--- config.mk ---
export PLATFORM = sky130hd
export DESIGN_NAME = ip_srom_sequencer
export DESIGN_NICKNAME = d
export VERILOG_FILES = /design/src/rtl/ip_srom_sequencer.sv
export SDC_FILE = /design/constraint.sdc
export NUM_CORES = 1
export LEC_CHECK = 0
export ABC_AREA = 0
export CAP_MARGIN = 15
export CORE_ASPECT_RATIO = 0.8
export CORE_MARGIN = 4
export CORE_UTILIZATION = 50
export DETAILED_ROUTE_END_ITERATION = 7
export PLACE_DENSITY = 0.77
export SYNTH_ARGS = -nofsm -noshare
export SYNTH_HDL_FRONTEND = slang
export SYNTH_SLANG_ARGS = --single-unit
--- constraint.sdc ---
create_clock -name clk -period 2 [get_ports clk]
set_input_delay 0.4 -clock clk [delete_from_list [all_inputs] [get_ports clk]]
set_output_delay 0.4 -clock clk [all_outputs]
set_load 0.01 [all_outputs]
--- src/rtl/ip_srom_sequencer.sv ---
// Command sequencer above the ip_srom byte channel: turns one host request into the
// serial-flash byte sequence (WREN, opcode, address, data phase, WIP polling).
module ip_srom_sequencer #(
    parameter int unsigned CS_GAP     = 4,
    parameter int unsigned POLL_LIMIT = 1000000
) (
    input  logic        clk,
    input  logic        n_reset,
    input  logic        initial_busy,
    input  logic        req,
    input  logic [1:0]  req_cmd,
    input  logic [23:0] req_address,
    input  logic [7:0]  req_length,
    output logic        ready,
    output logic        done,
    output logic        err,
    output logic        dat_rd,
    input  logic [7:0]  dat_in,
    output logic [7:0]  dat_out,
    output logic        dat_valid,
    output logic        srom_n_cs,
    output logic        srom_rd,
    output logic        srom_wr,
    output logic [7:0]  srom_wdata,
    input  logic        srom_busy,
    input  logic [7:0]  srom_rdata,
    input  logic        srom_rdata_en
);

    localparam int unsigned GW = (CS_GAP < 2) ? 1 : $clog2(CS_GAP + 1);
    localparam int unsigned PW = (POLL_LIMIT < 2) ? 1 : $clog2(POLL_LIMIT);

    typedef enum logic [3:0] {
        S_IDLE, S_WREN, S_GAP, S_OPC, S_ADDR, S_WDATA, S_RDATA, S_POLL_OPC, S_POLL_RD, S_FIN
    } state_t;

    typedef enum logic [2:0] {P_ISSUE, P_STRB, P_WAIT, P_FETCH, P_FLUSH} phase_t;

    typedef enum logic [1:0] {CMD_READ = 2'd0, CMD_PROG = 2'd1, CMD_ERASE = 2'd2, CMD_RDID = 2'd3} cmd_t;

    state_t        state_q, next_q;
    phase_t        ph_q;
    cmd_t          cmd_q;
    logic [23:0]   addr_q;
    logic [8:0]    cnt_q;
    logic [1:0]    abyte_q;
    logic [GW-1:0] gap_q;
    logic [PW-1:0] poll_q;
    logic          n_cs_q, rd_q, wr_q, done_q, err_q, dat_rd_q, dat_valid_q;
    logic [7:0]    wdata_q, dat_out_q;

    logic [7:0]    tx_byte;
    logic          is_rd;
    logic [8:0]    len9;
    logic          overrun;
    logic          gap_ok;

    always_comb begin
        tx_byte = 8'h00;
        case (state_q)
            S_WREN:     tx_byte = 8'h06;
            S_OPC: begin
                case (cmd_q)
                    CMD_READ:  tx_byte = 8'h03;
                    CMD_PROG:  tx_byte = 8'h02;
                    CMD_ERASE: tx_byte = 8'h20;
                    default:   tx_byte = 8'h9F;
                endcase
            end
            S_ADDR: begin
                case (abyte_q)
                    2'd0:    tx_byte = addr_q[23:16];
                    2'd1:    tx_byte = addr_q[15:8];
                    default: tx_byte = addr_q[7:0];
                endcase
            end
            S_WDATA:    tx_byte = dat_in;
            S_POLL_OPC: tx_byte = 8'h05;
            default:    tx_byte = 8'h00;
        endcase
        is_rd   = (state_q == S_RDATA) || (state_q == S_POLL_RD);
        len9    = (req_length == 8'd0) ? 9'd256 : {1'b0, req_length};
        overrun = ({2'b00, req_address[7:0]} + {1'b0, len9}) > 10'd256;
        gap_ok  = (gap_q <= GW'(1));
    end

    assign ready = (state_q == S_IDLE) && !initial_busy;

    always_ff @(posedge clk or negedge n_reset) begin
        if (!n_reset) begin
            state_q     <= S_IDLE;
            next_q      <= S_IDLE;
            ph_q        <= P_ISSUE;
            cmd_q       <= CMD_READ;
            addr_q      <= '0;
            cnt_q       <= '0;
            abyte_q     <= '0;
            gap_q       <= GW'(CS_GAP);
            poll_q      <= '0;
            n_cs_q      <= 1'b1;
            rd_q        <= 1'b0;
            wr_q        <= 1'b0;
            wdata_q     <= '0;
            done_q      <= 1'b0;
            err_q       <= 1'b0;
            dat_rd_q    <= 1'b0;
            dat_out_q   <= '0;
            dat_valid_q <= 1'b0;
        end else begin
            done_q      <= 1'b0;
            err_q       <= 1'b0;
            dat_rd_q    <= 1'b0;
            dat_valid_q <= 1'b0;
            // gap counter reloads while the chip select is low and drains while it is high
            if (!n_cs_q)
                gap_q <= GW'(CS_GAP);
            else if (gap_q != '0)
                gap_q <= gap_q - GW'(1);

            case (state_q)
                S_IDLE: begin
                    wdata_q <= '0;
                    if (req && ready) begin
                        cmd_q  <= cmd_t'(req_cmd);
                        addr_q <= req_address;
                        cnt_q  <= len9;
                        if (cmd_t'(req_cmd) == CMD_PROG && overrun) begin
                            state_q <= S_FIN;
                            done_q  <= 1'b1;
                            err_q   <= 1'b1;
                        end else begin
                            state_q <= S_GAP;
                            next_q  <= (cmd_t'(req_cmd) == CMD_PROG || cmd_t'(req_cmd) == CMD_ERASE)
                                       ? S_WREN : S_OPC;
                        end
                    end
                end
                S_GAP: begin
                    if (gap_ok) begin
                        n_cs_q  <= 1'b0;
                        state_q <= next_q;
                        ph_q    <= P_ISSUE;
                        abyte_q <= '0;
                    end
                end
                S_WREN, S_OPC, S_ADDR, S_WDATA, S_RDATA, S_POLL_OPC, S_POLL_RD: begin
                    case (ph_q)
                        P_FETCH: ph_q <= P_ISSUE;
                        P_ISSUE: begin
                            if (is_rd) begin
                                rd_q <= 1'b1;
                            end else begin
                                wr_q    <= 1'b1;
                                wdata_q <= tx_byte;
                            end
                            ph_q <= P_STRB;
                        end
                        P_STRB: begin
                            if (!srom_busy) begin
                                rd_q <= 1'b0;
                                wr_q <= 1'b0;
                                if (is_rd) begin
                                    ph_q <= P_WAIT;
                                end else begin
                                    ph_q <= P_ISSUE;
                                    case (state_q)
                                        S_WREN: begin
                                            ph_q   <= P_FLUSH;
                                            next_q <= S_OPC;
                                        end
                                        S_OPC: begin
                                            if (cmd_q == CMD_RDID) begin
                                                state_q <= S_RDATA;
                                                cnt_q   <= 9'd3;
                                            end else begin
                                                state_q <= S_ADDR;
                                                abyte_q <= '0;
                                            end
                                        end
                                        S_ADDR: begin
                                            if (abyte_q != 2'd2) begin
                                                abyte_q <= abyte_q + 2'd1;
                                            end else if (cmd_q == CMD_READ) begin
                                                state_q <= S_RDATA;
                                            end else if (cmd_q == CMD_PROG) begin
                                                state_q  <= S_WDATA;
                                                ph_q     <= P_FETCH;
                                                dat_rd_q <= 1'b1;
                                            end else begin
                                                ph_q   <= P_FLUSH;
                                                next_q <= S_POLL_OPC;
                                            end
                                        end
                                        S_WDATA: begin
                                            if (cnt_q != 9'd1) begin
                                                cnt_q    <= cnt_q - 9'd1;
                                                ph_q     <= P_FETCH;
                                                dat_rd_q <= 1'b1;
                                            end else begin
                                                ph_q   <= P_FLUSH;
                                                next_q <= S_POLL_OPC;
                                            end
                                        end
                                        default: begin
                                            state_q <= S_POLL_RD;
                                            poll_q  <= '0;
                                        end
                                    endcase
                                end
                            end
                        end
                        P_WAIT: begin
                            if (srom_rdata_en) begin
                                ph_q <= P_ISSUE;
                                if (state_q == S_RDATA) begin
                                    dat_out_q   <= srom_rdata;
                                    dat_valid_q <= 1'b1;
                                    if (cnt_q != 9'd1) begin
                                        cnt_q <= cnt_q - 9'd1;
                                    end else begin
                                        n_cs_q  <= 1'b1;
                                        state_q <= S_FIN;
                                        done_q  <= 1'b1;
                                    end
                                end else if (!srom_rdata[0] || poll_q == PW'(POLL_LIMIT - 1)) begin
                                    n_cs_q  <= 1'b1;
                                    state_q <= S_FIN;
                                    done_q  <= 1'b1;
                                    err_q   <= srom_rdata[0];
                                end else begin
                                    poll_q <= poll_q + PW'(1);
                                end
                            end
                        end
                        default: begin
                            // last written byte is still shifting out while busy is high
                            if (!srom_busy) begin
                                n_cs_q  <= 1'b1;
                                state_q <= S_GAP;
                            end
                        end
                    endcase
                end
                S_FIN:   state_q <= S_IDLE;
                default: state_q <= S_IDLE;
            endcase
        end
    end

    assign done       = done_q;
    assign err        = err_q;
    assign dat_rd     = dat_rd_q;
    assign dat_out    = dat_out_q;
    assign dat_valid  = dat_valid_q;
    assign srom_n_cs  = n_cs_q;
    assign srom_rd    = rd_q;
    assign srom_wr    = wr_q;
    assign srom_wdata = wdata_q;

endmodule
==> run metrics <==
EDFF count, synth=0; DRT met1 WL=8440 µm; WL/cell=20.1 µm; ANT nets after route=0; nets=903; Met2 Wirelength=9130 µm; fraction of layout instances using a drive strength above 1=43.1%; vias in the first global route=5825; Met3 Wirelength=about 1300 µm; area grow syn2layout=60.0%; Synth Flop Type=dfrtp_1; final setup fails=49; Critical Path AT=roughly 2.7 ns; Post-synth ARST share=100%; CTS Sinks=93; critical path class=in2reg; Root Driver=clkbuf_16; worst clock skew=0.00655 ns; critical path required time=2.28 ns; Setup crit start kind=input port; Design Area, Final=approximately 0.009 mm²; H-tree depth=3; Setup crit end kind=flop; status=finished, violations left; RSZ-0062 raised after global routing=yes; LEAKAGE=0.00403 µW; Die Y-Extent=~100 µm; pin count of the biggest net entering global routing=40; failing checks=setup timing; total CTS buffers=9; Final Hold Viols=0; sequential fraction of the synthesis area=41.5%; Setup WS post-layout=-0.382 ns; first-pass GRT wire length=around 30000 µm; Clock Path Buffers=2; GP Congestion=0.974; Starting Density=51.3%; highest routed metal layer=met4; final max-slew violation count=0; worst min-delay path class=in2async; DR iter-0 viols=around 580; Post-route DRC=0; Cell Pwr Density=between 1000 and 1500 mW/mm²; Synth area leader=dfrtp_1; maximum net fanout on the critical path=6; worst r2r src=state_q[0]; Die Wd=126 µm; Mapped Cells=571; Layout fillers=around 600; start point of the critical path=req_length[0]; Peak Freq=between 400 and 500 MHz; VDD IR max=0.715 mV; Slew headroom=55.3%; initial antenna violation count=0; First-pass DRT Iterations=5; mapped cell area=0.00561 mm²; CTS tree=built; Clock transition at path regs=0.06 ns; Slew @ Worst Pin=0.666 ns; synthesis-stage register bit count=93; Place WS=-1.18 ns; min cycle time layout=2.38 ns; All-Layer GR Usage=28.9%; syn_nets=652; vias=approximately 5900; placed cell area=0.00754 mm²; IO Pins=80; fin crit share=119%; die area=0.0130 mm²; Synth cell types=79; Synthesis Warnings=0; Synth top area share=40.6%; port bufs=just under 80; max-cap viol count=0; core area=~0.011 mm²; GRT overflow=0; # diodes=0; DR vias/cell=6.05; Worst-Skew Late Latency=0.34 ns; final wirelength=~20000 µm; std cell rows=34; detailed placer's ending HPWL=12800 µm; mean post-synth cell area=9.82 µm²; synth top area cells=dfrtp_1 (41%), mux2_2 (7.2%), ha_1 (5.4%)
[power by group]
part	internal [µW]	switching, µW
clock network	860	709
logic	3000	2770
registers	2390	409
[cell families (layout without fill, tap and decap cells)]
logic type	Yosys count	in the layout	synth area share (%)
simple gates	191	191	18.4
mux	41	41	8.12
flops	93	93	41.5
xor+xnor	16	16	2.50
fa+ha+maj	25	25	5.71
compound gates	159	159	20.3
buf+inv	46	301	3.44
[critical path, cell delays in order]
cell      delay [ns]
buf_8           0.10
ha_4            0.16
fa_2            0.36
a21o_1          0.21
a221oi_4        0.31
buf_4           0.19
nor4b_4         0.05
o41ai_4         0.44
a31oi_4         0.11
o21ai_2         0.17
o22a_1          0.14
[sequential cells by signal (all words and copies together) (netlist names), 2 cells and up]
register    cells
ph_q            3
srom_wdata      8
poll_q         20
gap_q           3
state_q         4
addr_q         24
abyte_q         2
dat_out         8
cnt_q           9
cmd_q           2
next_q          3
[synth_stat cells, types with 5 or more instances]
cell type and n:
mux2i_1 5, and3_1 10, nor4_1 7, a21o_1 10, ha_1 24, nor3_1 7, a21oi_1 32, inv_1 19
nand3_1 11, nand2_1 49, dfrtp_1 91, o22ai_1 10, and2_1 9, nand4_1 16, nor2_1 47, xor2_1 14
a22o_1 24, clkbuf_1 12, o21ai_0 30, buf_2 9, mux2_2 36
[layer usage]
metal,global-route usage (%),up-vias
met5,0,-
met4,8.90,0
met3,7.15,73
met2,47.3,286
met1,38.5,2890
li1,-,2617
[through the flow]
stage | total power [µW] | utilization (%) | hold slack (ns) | instances | setup TNS [ns]
after global placement | 6930 | 69.0 | 0.390 | 903 | -16.49
after global routing | 10600 | 82.1 | 0.0476 | 970 | -9.92
after floorplan | 5080 | - | 0.104 | 571 | -3.94
final | 10100 | 82.1 | 0.0169 | 970 | -7.99
after detailed placement | 7080 | 69.0 | 0.398 | 903 | -17.64
after CTS | 9500 | 78.3 | 0.0228 | 957 | -4.50
[placed cells by master, fill, tap and decap left out, drive strengths merged, types with 5 or more instances in the layout]
| master | instances |
|---|---|
| clkdlybuf4s50 | 65 |
| a21oi | 33 |
| inv | 19 |
| nor2 | 48 |
| a22o | 24 |
| o22ai | 10 |
| ha | 24 |
| mux2i | 5 |
| nand2 | 49 |
| dfrtp | 91 |
| nor4 | 8 |
| a21o | 10 |
| and3 | 10 |
| a31oi | 5 |
| nor3 | 9 |
| clkbuf | 12 |
| and2 | 9 |
| mux2 | 36 |
| xor2 | 14 |
| buf | 192 |
| nand3 | 11 |
| o21ai | 35 |
| nand4 | 16 |
| nor4b | 6 |
[final cells by class]
cell class	instances	area, µm²	area share [%]
timing repair buffer	267	2380	26.5
sequential	93	2340	26.0
multi-input combinational	432	3740	41.7
tap	144	180	2.01
inverter	19	71.3	0.795
clock buffer	10	239	2.66
clock inverter	5	27.5	0.307
[what timing repair did]
item / CTS / global route
buffers inserted: 40 / 18
setup endpoints to repair: 83 / 67
gates cloned: 2 / 0
pin swaps: 58 / 51
hold buffers: 0 / 0
gates resized for setup: 137 / 81
[final timing paths]
path / to / cells after the start / slack, ns
worst min-delay path: addr_q[12] / 1 / 0.02
worst max-delay path: next_q[1] / 11 / -0.38
worst max register to register: poll_q[18] / 10 / -0.30
worst min register to register: next_q[0] / 1 / 0.47
max in group asynchronous: gap_q[2] / 2 / 1.34
min in group clk: addr_q[0] / 2 / 0.31
No activity file was read; power rests on OpenSTA's default activity.
